[src/rtl/arb_n_rr_pkg.sv]
//------------------------------------------------------------------------------
// Module : arb_n_rr_pkg
// Brief  : Shared widths and arbitration-mode constants for the N-channel merge.
// Rev    : 1.0  initial release
//------------------------------------------------------------------------------
`default_nettype none

package arb_n_rr_pkg;

    localparam int WORD_BITS      = 32;

    localparam bit ARB_MODE_FIXED = 1'b0;
    localparam bit ARB_MODE_RR    = 1'b1;

endpackage : arb_n_rr_pkg

`default_nettype wire

[src/rtl/arb_rr_pick.sv]
//------------------------------------------------------------------------------
// Module : arb_rr_pick
// Brief  : Combinational rotate-and-priority-encode grant picker.
// Rev    : 1.0  initial release
//------------------------------------------------------------------------------
`default_nettype none

module arb_rr_pick
    import arb_n_rr_pkg::*;
#(
    parameter int N = 4,
    parameter int B = $clog2(N)
) (
    input  logic [N-1:0] i_req,
    input  logic [B-1:0] i_last,
    input  logic         i_mode,
    output logic         o_exists,
    output logic [B-1:0] o_idx
);

    int w_base;
    int w_k;

    always_comb begin
        o_exists = 1'b0;
        o_idx    = '0;
        w_base   = 0;
        w_k      = 0;
        if (i_mode == ARB_MODE_RR) begin
            w_base = (int'(i_last) == N - 1) ? 0 : int'(i_last) + 1;
        end
        // Scan from the far end so the nearest requester to w_base is written last.
        for (int i = N - 1; i >= 0; i--) begin
            w_k = w_base + i;
            if (w_k >= N) begin
                w_k = w_k - N;
            end
            if (i_req[w_k]) begin
                o_exists = 1'b1;
                o_idx    = B'(w_k);
            end
        end
    end

endmodule : arb_rr_pick

`default_nettype wire

[src/rtl/arb_n_rr.sv]
//------------------------------------------------------------------------------
// Module : arb_n_rr
// Brief  : N-channel valid/ready merge with registered output, fixed or RR grant.
// Rev    : 1.0  initial release
//------------------------------------------------------------------------------
`default_nettype none

module arb_n_rr
    import arb_n_rr_pkg::*;
#(
    parameter int p_st_bits = WORD_BITS,
    parameter int p_ch      = 4,
    parameter int p_rr      = 1,
    parameter int p_ch_bits = $clog2(p_ch)
) (
    input  logic                      clk,
    input  logic                      rst,
    input  logic [p_ch*p_st_bits-1:0] iSnkData,
    input  logic [p_ch-1:0]           iSnkValid,
    output logic [p_ch-1:0]           oSnkReady,
    output logic [p_st_bits-1:0]      oSrc0Data,
    output logic                      oSrc0Valid,
    output logic [p_ch_bits-1:0]      oSrc0Chan,
    input  logic                      iSrc0Ready
);

    localparam bit c_MODE = (p_rr != 0) ? ARB_MODE_RR : ARB_MODE_FIXED;

    logic                 r_valid;
    logic [p_st_bits-1:0] r_data;
    logic [p_ch_bits-1:0] r_chan;
    logic [p_ch_bits-1:0] r_last;

    logic                 w_load;
    logic                 w_exists;
    logic                 w_take;
    logic [p_ch_bits-1:0] w_idx;
    logic [p_st_bits-1:0] w_sel_data;

    arb_rr_pick #(
        .N (p_ch),
        .B (p_ch_bits)
    ) u_pick (
        .i_req    (iSnkValid),
        .i_last   (r_last),
        .i_mode   (c_MODE),
        .o_exists (w_exists),
        .o_idx    (w_idx)
    );

    assign w_load     = ~r_valid | iSrc0Ready;
    // Reset gates the accept so no sink word is consumed during a reset cycle.
    assign w_take     = rst & w_load & w_exists;
    assign oSnkReady  = w_take ? (p_ch'(1) << w_idx) : '0;
    assign w_sel_data = iSnkData[int'(w_idx)*p_st_bits +: p_st_bits];

    always_ff @(posedge clk) begin
        if (!rst) begin
            r_valid <= 1'b0;
            r_data  <= '0;
            r_chan  <= '0;
            r_last  <= p_ch_bits'(p_ch - 1);
        end else if (w_take) begin
            r_valid <= 1'b1;
            r_data  <= w_sel_data;
            r_chan  <= w_idx;
            if (c_MODE == ARB_MODE_RR) begin
                r_last <= w_idx;
            end
        end else if (iSrc0Ready) begin
            r_valid <= 1'b0;
        end
    end

    assign oSrc0Data  = r_data;
    assign oSrc0Valid = r_valid;
    assign oSrc0Chan  = r_chan;

endmodule : arb_n_rr

`default_nettype wire

[config.mk]
export PLATFORM = sky130hd
export DESIGN_NAME = arb_n_rr
export DESIGN_NICKNAME = d
export VERILOG_FILES = /design/src/rtl/arb_n_rr_pkg.sv /design/src/rtl/arb_rr_pick.sv /design/src/rtl/arb_n_rr.sv
export SDC_FILE = /design/constraint.sdc
export NUM_CORES = 1
export LEC_CHECK = 0
export CORE_ASPECT_RATIO = 1.25
export CORE_MARGIN = 4
export CORE_UTILIZATION = 35
export CTS_CLUSTER_SIZE = 24
export DETAILED_ROUTE_END_ITERATION = 10
export PLACE_DENSITY = 0.89
export SYNTH_ARGS = -nofsm -noshare
export SYNTH_HDL_FRONTEND = slang
export SYNTH_SLANG_ARGS = --single-unit
[constraint.sdc]
create_clock -name clk -period 3.8 [get_ports clk]
set_input_delay 0.76 -clock clk [delete_from_list [all_inputs] [get_ports clk]]
set_output_delay 0.76 -clock clk [all_outputs]
set_load 0.05 [all_outputs]
; Yosys cells after proc, flatten, opt, wreduce, memory -nomap -nowiden
; Cells that the tools add are included.
[totals]
elab_cells = 56
regBits = 37
in_bits = 135
out_inout_bits = 39
[op_classes]
addsub = 8
muxes = 28
n_lt_le_gt_ge = 8
n_shift = 2
n_bitwise = 4
n_eq_ne = 1
n_reduce_logical = 1
[ops]
columns = cell, n
row1 = $mux W32, 5
row2 = $ge A32 B4 Y1 const B, 4
row3 = $lt A32 B4 Y1 const B, 4
row4 = $shiftx A128 B8 Y32, 1
row5 = $sub A32 B4 Y32 const B, 4
row6 = $add A32 B3 Y32 const B, 2
row7 = $add A32 B2 Y32 const B, 1
row8 = $mux W1, 14
row9 = $bmux W1 S2, 4
row10 = $mux W2, 4
row11 = $mux W4, 1
row12 = $shl A1 B2 Y4 const A, 1
row13 = $add A2 B1 Y3 const B, 1
row14 = $and A1 B1 Y1, 2
row15 = $eq A2 B1 Y1 const B, 1
row16 = $reduce_bool A2 Y1, 1
row17 = $not A1 Y1, 1
row18 = $or A1 B1 Y1, 1

; Depth between registers and ports, before layout
[depth]
ltp_word = 14
mapped_depth = 8
depth_no_buf = 6

; Cells and area by module
; A second synthesis with hierarchy kept.
[hier_totals]
cells_unflattened = 235
hier_area_um2 = 2366.0
[by_module_without_submodules]
columns = module, area_per_inst_um2, seq_area_each_um2, cells_per_inst, instances
row1 = arb_n_rr, 2183.3, 740.7, 210, 1
row2 = arb_rr_pick, 182.7, 0.0, 25, 1

; Worst setup path after synthesis
; No wires, ideal clock.
[synth_path]
path_type = input -> output
start = in iSnkValid[2]
end = out oSnkReady[1]
n_path_buf = 2
arrival_ps = 2282
path_stages = 7
required_ps = 3040
setup_slack_ps = 758
path_cell_list = o21ai_0 o21ai_1 a211oi_4 buf_6 buf_8 inv_2 nor2_1
[synth_via]
elab_chain_len = 9
word_cells_on_any_way = 23
classes_between = shift: 1 / mux: 21 / bitwise: 1
[synth_lines]
columns = element, line
row1 = start: declaration, arb_n_rr.sv:19  ; input logic [p_ch-1:0] iSnkValid,
row2 = $bmux W1 S2, arb_rr_pick.sv:38  ; if (i_req[w_k]) begin
row3 = $mux W1 (not written as such) (2 in series), arb_rr_pick.sv:38
row4 = $mux W2 or $mux W1 (tied branches) (4 in series), arb_rr_pick.sv:38
row5 = $shl A1 B2 Y4 or $and A1 B1 Y1 (tied branches), "arb_n_rr.sv:54, arb_n_rr.sv:53"
row6 = $mux W4 (*), arb_n_rr.sv:54  ; assign oSnkReady = w_take ? (p_ch'(1) << w_idx) : '0;
row7 = end: declaration, arb_n_rr.sv:20  ; output logic [p_ch-1:0] oSnkReady,
; Mark *: on every way between the ends. The rest lies on a longest branch, timed or not. The select of a mux whose other input is x is not followed.

; Worst setup path after layout
[layout_path]
start = in iSnkValid[0]
end = out oSnkReady[1]
; Same word-level chain as after synthesis.

==> impl_metrics.ini <==
[placement]
place_congestion = 0.759
hpwl_um = 6120
post-place-ws_ns = 0.488
io_buffers = 173
dpl.cell_count = 462

[die]
num_rows = 31
die_x_um = 77.9
io_pins = 174
core_sq_um = 5860
floorplan.initialDensity_pct = 36.4
die_h_um = 95.3
dieArea_sq_um = 7420

[cts]
cts_buffers = 5
cts_buffer_depth = 2
post_cts_resized = 0
cts_root_buf = clkbuf_8
cts.reportedPaths.clkPinSlew_ns = 0.07
cts_tree = done
cts_setup_buffers = 0
cts_sinks = 37
postCtsHoldBufs = 0
insertion_delay_ns = 0.28
cts-htree-levels = 2

[layout]
fin_cells = 470
drive_gt1_share_pct = 5.41
finalNetCount = 523
syn2layout_area_growth_pct = 89.6
diodes = 0
postLayoutCoreUtil_pct = 69.1

[logic_synthesis]
yosys.cell_count.top_type = mux2i_1
ys_async_sr_fraction_pct = 0
synth_top_family_by_area = multiplexers
synthesis.area_sq_um = 2130
syn-instance-count = 218
synth_top_area_share_pct = 34.7
synth_edf_count = 0
synthXorXnorAreaFrac_pct = 0
ys.flop_type = dfxtp_1
syn_avg_cell_area_sq_um = 9.79
synth_commonest_cells = 64 x mux2i_1, 37 x dfxtp_1, 37 x nand2_1
synth-simple-area-share_pct = 9.96
synth.area.top_cells = dfxtp_1 35%, mux2i_1 30%, o221ai_1 13%
synth_compound_area_share_pct = 18.2
synth-seq-cells = 37
synth_cell_type_count = 31
synth.mux.area_fraction_pct = 30.0
yosys.area.top_type = dfxtp_1
yosysSeqAreaShare_pct = 34.7
ys_warn_count = 0
synthAdderAreaFrac_pct = 0.586
syn-num-nets = 354

[drt]
vias = 2344
ant_nets = 0
via_per_inst = 4.99
route.detailed.drc = 0
first_pass_iters = 4
dr.first_iter.drc_count = 75
routed_wl_um = 7530
avgRoutedWirePerCell_um = 16.0

[setup_path]
required_ns = 3.04
start_kind = input pin
crit_family = buffers and inverters
worstPathMaxFanout = 17
path_cells = clkdlybuf4s50_1 > a21oi_1 > o31a_1 > o22a_1 > nand3b_4 > nor2_1 > buf_12
critPathKind = in2out
critPathMaxStageDelay_ns = 0.52
cp_slowest_cell = clkdlybuf4s50_1
end_kind = output port
arrival_ns = 2.55
cp_num_buf_inv = 2

[sta]
max_freq_mhz = 302
slew_headroom_pct = 59.2
tns_ns = 0
rsz0062_at_grt = no
finalHoldViolations = 0
tightest_slew_ns = 0.612
finalSetupViolations = 0
setup_ws_ns = 0.485
fin_crit_sh_pct = 87.2
slew_viol_final = 0
period_minus_slack_ns = 3.31
finClkSkew_ns = 0.00550

[flow_run]
maxCapViolations = 0

[min_path]
holdCritPathClass = reg2reg

[pwr]
power_density_nw_per_um2 = 446
seqPwrFrac_pct = 27.8
p_sw_w = 0.000703
swShare_pct = 38.9
ir_worst_vdd_uv = 208
p_comb_share_pct = 52.9
p_int_w = 0.00110
clkPwrFrac_pct = 19.3
p_leak_nw = 1.59
p_total_w = 0.00181

[global_route]
grt_max_degree = 38
gr-total-overflow = 0
grt_pass1_wl_um = 11500
grt_pass1_vias = 2410
grt_use_total_pct = 19.6
grt_antenna_before_repair = 0

[status]
status = finished, final reports clean
-- metrics by stage --
step / cell area (sq um) / hold WS, ns
after detailed placement: 3930 / 0.450
after floorplan: 2130 / 0.428
after global routing: 4050 / 0.486
final: 4050 / 0.466
after global placement: 3930 / 0.440
after CTS: 4050 / 0.469
-- flip-flops by register name, summed over array words and instances, names as in the netlist --
name,count
oSrc0Data,32
oSrc0Chan,2
r_last,2
oSrc0Valid,1
-- worst reg2reg max path: cells and delay by family (launching register included) --
kind            cells  cell delay, ns
compound gates      3            0.69
fa+ha+maj           1            0.40
buf+inv             1            0.60
flops               1            0.35
mux                 1            0.31
simple gates        1            0.16
-- power by group through the flow --
stage	logic, W	registers (W)	clock network [W]
after detailed placement	0.000959	0.000511	0
after floorplan	0.000374	0.000755	0
after global placement	0.000942	0.000507	0
final	0.000954	0.000502	0.000349
after global routing	0.00100	0.000510	0.000383
after CTS	0.000961	0.000502	0.000360
-- placed cells by master, fill, tap and decap left out, types with 2 or more instances in the layout --
cell,n
clkdlybuf4s50_1,169
mux2i_1,64
nand2_1,37
dfxtp_1,37
o221ai_1,32
clkbuf_8,6
buf_4,6
nor2_1,5
buf_12,4
inv_1,3
o21ai_1,2
a21oi_1,2
nand3_1,2
a21boi_1,2
a21boi_0,2
-- per-layer routing --
metal  GRT usage (%)  up-vias  wire (um)
met2            37.9      102       4050
met1            19.6     1075       2730
li1                -     1156          -
met4            5.93        0        121
met3            6.90       11        625
met5               0        -          0
-- cell families after synthesis --
family | after synthesis
DFF | 37
adders and majority gates | 1
AOI/OAI and AO/OA | 46
and+or+nand+nor | 49
muxes | 64
buffers and inverters | 21
-- path summary, 6_finish.rpt --
kind,from,end,slack (ns),cells after the start
worst max-delay path,iSnkValid[0],oSnkReady[1],0.49,7
worst max register to register,r_last[0]$_SDFFE_PN1P_,oSrc0Data[3]$_SDFFE_PN0P_,1.16,7
worst min-delay path,oSrc0Data[16]$_SDFFE_PN0P_,oSrc0Data[16]$_SDFFE_PN0P_,0.47,2
worst min register to register,oSrc0Data[16]$_SDFFE_PN0P_,oSrc0Data[16]$_SDFFE_PN0P_,0.47,2
-- final cells by class --
type,instances,area [sq um]
clock buffers,7,86.3
clock inverters,1,30.0
fillers,479,1810
inverters,4,15.0
multi-input cells,160,1250
flip-flops and latches,37,741
well taps,82,103
repair buffers,179,1820
Power figures use the tool's default switching activity.
